===== config.mk =====
export PLATFORM = sky130hd
export DESIGN_NAME = pwm_gen
export DESIGN_NICKNAME = d
export VERILOG_FILES = /design/src/rtl/pwm_gen.sv
export SDC_FILE = /design/constraint.sdc
export NUM_CORES = 1
export LEC_CHECK = 0
export BUFFER_PORTS_ARGS = -buffer_cell sky130_fd_sc_hd__buf_2
export CELL_PAD_IN_SITES_DETAIL_PLACEMENT = 2
export CELL_PAD_IN_SITES_GLOBAL_PLACEMENT = 2
export CORE_ASPECT_RATIO = 0.8
export CORE_MARGIN = 3
export CORE_UTILIZATION = 39
export CTS_CLUSTER_DIAMETER = 150
export DETAILED_ROUTE_END_ITERATION = 10
export PLACE_DENSITY = 0.79
export SLEW_MARGIN = 15
export SYNTH_ARGS = -nofsm -noshare
export SYNTH_HDL_FRONTEND = slang
export SYNTH_SLANG_ARGS = --single-unit

===== constraint.sdc =====
create_clock -name i_clk -period 3.1 [get_ports i_clk]
set_input_delay 0.31 -clock i_clk [delete_from_list [all_inputs] [get_ports i_clk]]
set_output_delay 0.31 -clock i_clk [all_outputs]
set_load 0.02 [all_outputs]

===== src/rtl/pwm_gen.sv =====
// pwm_gen: glitch-free PWM timing stage fed by the PWM register file.
// The 16-bit register word carries duty in [7:0] and prescale in [15:8].
// Both are shadowed and only take effect at period boundaries.
// Optional feature macro: PWM_GEN_SOFT_START_EN. When it is defined, the
// effective duty ramps toward the target by at most one step per period
// and restarts from 0 on every enable.

module pwm_gen (
    input  logic        i_clk,
    input  logic        i_rst_n,
    input  logic [15:0] i_pwm_reg,
    input  logic        i_en,
    output logic        o_pwm,
    output logic        o_period_start,
    output logic [7:0]  o_duty_act
);

    // The step counter covers 0..254, so a full period is 255 steps.
    localparam logic [7:0] LAST_STEP = 8'd254;

    logic [7:0] pre;
    logic [7:0] cnt;
    logic [7:0] duty_act;
    logic [7:0] presc_act;

    logic [7:0] reg_duty;
    logic [7:0] reg_presc;
    logic [7:0] duty_next;
    logic [7:0] duty_idle;
    logic       tick;
    logic       wrap;

    assign reg_duty  = i_pwm_reg[7:0];
    assign reg_presc = i_pwm_reg[15:8];

    // A step ends when the prescaler reaches the shadowed prescale.
    // The period ends on the final step's tick.
    assign tick = (pre == presc_act);
    assign wrap = tick && (cnt == LAST_STEP);

`ifdef PWM_GEN_SOFT_START_EN
    // Soft start: move the shadow duty one step toward the target per period.
    // The shadow duty parks at 0 while disabled.
    always_comb begin
        duty_next = duty_act;
        duty_idle = 8'd0;
        if (duty_act < reg_duty) begin
            duty_next = duty_act + 8'd1;
        end else if (duty_act > reg_duty) begin
            duty_next = duty_act - 8'd1;
        end
    end
`else
    // Direct mode: the shadow duty jumps straight to the register value.
    always_comb begin
        duty_next = reg_duty;
        duty_idle = reg_duty;
    end
`endif

    // Prescaler: count clocks within one step and restart on every tick.
    always_ff @(posedge i_clk or negedge i_rst_n) begin
        if (!i_rst_n) begin
            pre <= 8'd0;
        end else if (!i_en) begin
            pre <= 8'd0;
        end else if (tick) begin
            pre <= 8'd0;
        end else begin
            pre <= pre + 8'd1;
        end
    end

    // Step counter: advance once per tick and wrap after the final step.
    always_ff @(posedge i_clk or negedge i_rst_n) begin
        if (!i_rst_n) begin
            cnt <= 8'd0;
        end else if (!i_en) begin
            cnt <= 8'd0;
        end else if (tick) begin
            if (cnt == LAST_STEP) begin
                cnt <= 8'd0;
            end else begin
                cnt <= cnt + 8'd1;
            end
        end
    end

    // Shadow registers: track the live word while idle, and latch it at each wrap while running.
    always_ff @(posedge i_clk or negedge i_rst_n) begin
        if (!i_rst_n) begin
            presc_act <= 8'd0;
            duty_act  <= 8'd0;
        end else if (!i_en) begin
            presc_act <= reg_presc;
            duty_act  <= duty_idle;
        end else if (wrap) begin
            presc_act <= reg_presc;
            duty_act  <= duty_next;
        end
    end

    // Registered outputs: compare the step against the shadow duty, and pulse on each wrap.
    always_ff @(posedge i_clk or negedge i_rst_n) begin
        if (!i_rst_n) begin
            o_pwm          <= 1'b0;
            o_period_start <= 1'b0;
        end else if (!i_en) begin
            o_pwm          <= 1'b0;
            o_period_start <= 1'b0;
        end else begin
            o_pwm          <= (cnt < duty_act);
            o_period_start <= wrap;
        end
    end

    assign o_duty_act = duty_act;

endmodule


Yosys cells after proc, flatten, opt, wreduce, memory -nomap -nowiden. Cells that the tools add are included.

Flip-flop bits (word level): 34. Bits of input ports: 19. Output and inout bits: 10. Word-level logic and storage cells: 25.

$add $sub $neg: 2. $lt $le $gt $ge: 1. Equal/unequal tests: 4. Multiplexer cells: 11. Reduce and logical (&&, ||, !) cells: 1.

Operators by type and width (number): $mux 8 (9); $add 8x1->8 const B (2); $eq 8x8->1 (1); $eq 8x8->1 const B (1); $lt 8x8->1 (1); $ne 2x1->1 const B (2); $mux 1 (2); $logic_and 1x1->1 (1).

Depth between registers and ports, before layout.
Depth in word-level cells: 4. Gate-level depth with buffers: 7.

Worst setup path before layout. Ideal clock, no wire load.

Path kind: register to register. From: reg cnt[0]. To: reg duty_act[0] (netlist: o_duty_act[0]). Setup time: 0.125 ns. Data arrival time: 1.781 ns. Path slack: 1.194 ns. Cell stages (with the launch flop): 8. Clock period less this slack: 1.906 ns. Path through: dfrtp_1 > inv_1 > ha_1 > and4_1 > nand2_1 > o31ai_4 > buf_8 > mux2_4.

Cells in the longest elaborated chain, start to end: 3.

Ends and longest elaborated chain: start, declared (RTL line 22) `logic [7:0] cnt;`; start signal, assigned (RTL line 84) `cnt <= cnt + 8'd1;`; $eq 8x8->1 (RTL line 39) `assign wrap = tick && (cnt == LAST_STEP);`; $logic_and 1x1->1 (RTL line 39); $ne 2x1->1 (no source line); end signal, assigned (RTL line 96) `duty_act <= duty_idle;`; end signal, assigned (RTL line 99) `duty_act <= duty_next;`; end, declared (RTL line 23) `logic [7:0] duty_act;`.

Every way passes these cells. A chain may end at the register's enable or synchronous reset.

Final worst setup path.
From: reg cnt[0]. To: reg presc_act[0].

Cells in the longest elaborated chain, start to end: 3.

Ends and longest elaborated chain: $eq 8x8->1 (RTL line 39); $logic_and 1x1->1 (RTL line 39); $ne 2x1->1 (no source line); end signal, assigned (RTL line 95) `presc_act <= reg_presc;`; end signal, assigned (RTL line 98) `presc_act <= reg_presc;`; end, declared (RTL line 24) `logic [7:0] presc_act;`.

Every way passes these cells.

==> results.py <==
metrics = {
    "outcome": {
        "outcome": "finished, final reports clean",
    },
    "critical_path": {
        "end_kind": "flip-flop",
        "crit_fanout": 13,
        "reg2reg_depth": 7,
        "critPathTopFamily": "flip-flops",
        "r2r_slack_ns": 0.82,
        "required_ns": 3.27,
        "r2r_start": "cnt[0]",
        "worstReg2RegEnd": "presc_act[0]",
        "slowest_delay_ns": 0.47,
        "path_depth": 7,
        "cpMaxStageDelayCell": "dfrtp_1",
        "critPathCapture": "presc_act[0]",
        "startpoint_type": "flip-flop",
        "critical_path_buf_inv_count": 2,
        "arrival_ns": 2.45,
        "critPathLaunch": "cnt[0]",
        "crit_path_cell_trace": "inv_1, ha_1, and4_1, nand2_1, o31ai_4, buf_4, mux2_2",
        "worstSetupPathType": "reg -> reg",
    },
    "logic_synthesis": {
        "synth_edf_count": 0,
        "yosysMostFrequentCell": "dfrtp_1",
        "synth_ff_type": "dfrtp_1",
        "synth_fp_nets": 189,
        "synth-async-reset-ratio_pct": 100.0,
        "yosysTopAreaCellShare_pct": 46.20,
        "ys_warn_count": 0,
        "syn_avg_cell_area_um2": 11.51,
        "synth_area_um2": 1842,
        "synth.top_cells.by_area": "dfrtp_1 46%, mux2_4 8.2%, ha_1 6.8%",
        "synthTopCellsByCount": "34 x dfrtp_1, 10 x ha_1, 10 x inv_1, 10 x mux2_4",
        "synth-seq-cells": 34,
        "yosysTopAreaCell": "dfrtp_1",
        "syn-instance-count": 160,
        "ys_seq_area_share_pct": 46.20,
        "yosysUniqueCellTypes": 40,
    },
    "routing": {
        "drtIter0Drc": 56,
        "wl_um": 4829,
        "drtPass1Iterations": 4,
        "drc": 0,
        "ant_nets": 0,
        "vias": 1371,
        "post_drt_wl_per_cell_um": 19.47,
        "drt-vias-per-instance": 5.528,
    },
    "pwr": {
        "ir_drop_mv": 0.1764,
        "p_leak_nw": 0.9924,
        "power_density_nw_per_um2": 458.9,
    },
    "placed_design": {
        "io_buffer_count": 28,
        "gp_congestion": 0.7730,
        "dp_hpwl_um": 3491,
        "placed_area_um2": 2024,
    },
    "timing": {
        "rsz0062_at_grt": "no",
        "whs_ns": 0.09996,
        "finalSetupViolCount": 0,
        "skew_ns": 0.006128,
        "worst_pin_slew_ns": 0.7790,
        "post-route-period-util_pct": 73.57,
        "period_minus_slack_ns": 2.281,
        "hold_viol_final": 0,
        "fin_setup_tns_ns": 0,
        "drv_slew": 0,
        "maxSlewHeadroom_pct": 48.07,
        "max_freq_ghz": 0.4385,
    },
    "floorplanning": {
        "dieArea_um2": 5588,
        "fp.dieH_um": 67.47,
        "rows": 21,
        "pin_count": 29,
        "initial_core_util_pct": 42.23,
        "die_w_um": 82.83,
        "core_area_um2": 4362,
    },
    "global_routing": {
        "grt_pass1_wl_um": 8273,
        "top_usage_layer": "met2",
        "grt_max_degree": 35,
        "grt_overflow": 0,
        "grt_use_met3_pct": 4.512,
        "grt_use_met1_pct": 25.87,
        "grt_pass1_vias": 1539,
        "grtUsageTotal_pct": 18.99,
        "grtUsageMet2_pct": 30.60,
        "antenna_found_initial": 0,
    },
    "cells_and_area": {
        "stdcell_area_um2": 2116,
        "fillers": 462,
        "nets": 219,
        "areaGrowthSynthToFinish_pct": 14.88,
        "antennaDiodeCount": 0,
        "drive_gt1_share_pct": 29.84,
    },
    "worst_hold_path": {
        "min_path_type": "in -> async",
    },
    "clock_network": {
        "clockBufferDepth": 2,
        "cts_resized": 0,
        "cts-root-buf": "clkbuf_8",
        "numCtsBuffers": 5,
        "htreeDepth": 2,
        "clock_sinks": 34,
        "postCtsSetupBuffers": 0,
        "clk_latency_ns": 0.28,
        "cts_hold_buf": 0,
        "cts_tree": "built",
        "clk_pin_slew_ns": 0.07,
    },
    "run": {
        "maxCapViolations": 0,
    },
}
==> flip-flops by register name (all words and copies together) (netlist names) <==
register / cells
cnt: 8
o_duty_act: 8
pre: 8
presc_act: 8
o_period_start: 1
o_pwm: 1
==> logic make-up after synthesis <==
logic type      after synthesis  synth area share (%)
buf+inv                      17                 4.416
mux                          16                 11.82
compound gates               25                 10.53
fa+ha+maj                    10                 6.793
xor+xnor                     14                 6.658
simple gates                 44                 13.59
flops                        34                 46.20
==> metal layers <==
layer / part of all wire, % / vias up
met5: 0 / -
met4: 0.87 / 0
met3: 3.9 / 5
met2: 48 / 35
met1: 47 / 697
li1: - / 634
==> stage by stage <==
stage	util, %	power [mW]	std cells	worst slack [ns]
final	48.51	0.9710	248	0.8193
after global routing	48.51	1.027	248	0.6854
after CTS	48.51	0.9847	248	0.8125
after detailed placement	46.41	0.6398	240	0.9183
after global placement	46.41	0.6305	240	0.9437
after floorplan	-	0.5847	160	1.194
==> worst min-delay path by stage <==
stage,from,end,slack [ns]
global placement,i_rst_n,presc_act[5],0.42
floorplan,i_rst_n,cnt[0],0.01
CTS,i_rst_n,presc_act[7],0.12
detailed placement,i_rst_n,presc_act[7],0.44
finish,i_rst_n,presc_act[5],0.1
global route,i_rst_n,pre[4],0.15
==> worst reg2reg max path: cells and delay by family (launching register included) <==
family,cells,cell delay [ns]
flops,1,0.47
mux,1,0.38
buf+inv,2,0.42
compound gates,1,0.30
simple gates,2,0.45
fa+ha+maj,1,0.16
==> power by group <==
group | internal [mW] | total, mW | switching [mW]
sequential | 0.469 | 0.493 | 0.0240
combinational | 0.0650 | 0.138 | 0.0727
clock | 0.179 | 0.341 | 0.161
==> layout by cell type (no fill, tap or decap), types with 3 or more instances in the layout <==
cell type	instances
o21ai_0	5
nand2_1	4
dfrtp_1	34
a21oi_1	4
mux2_2	6
nor3_1	3
clkbuf_8	6
nor2_1	7
and3_1	5
xnor2_1	9
mux2_4	10
nand2b_1	3
nand3_1	9
ha_1	10
buf_2	28
a211oi_1	3
inv_1	10
xor2_1	5
==> layout make-up <==
cell class	instances	area, µm²	share of cell area, %
Clock inverter	1	5.005	0.2365
Clock buffer	7	86.33	4.080
Inverter	10	37.54	1.774
Timing Repair Buffer	30	155.1	7.333
Sequential cell	34	850.8	40.21
Tap cell	57	71.32	3.371
Multi-Input combinational cell	109	909.6	42.99
Power figures use the tool's default switching activity.
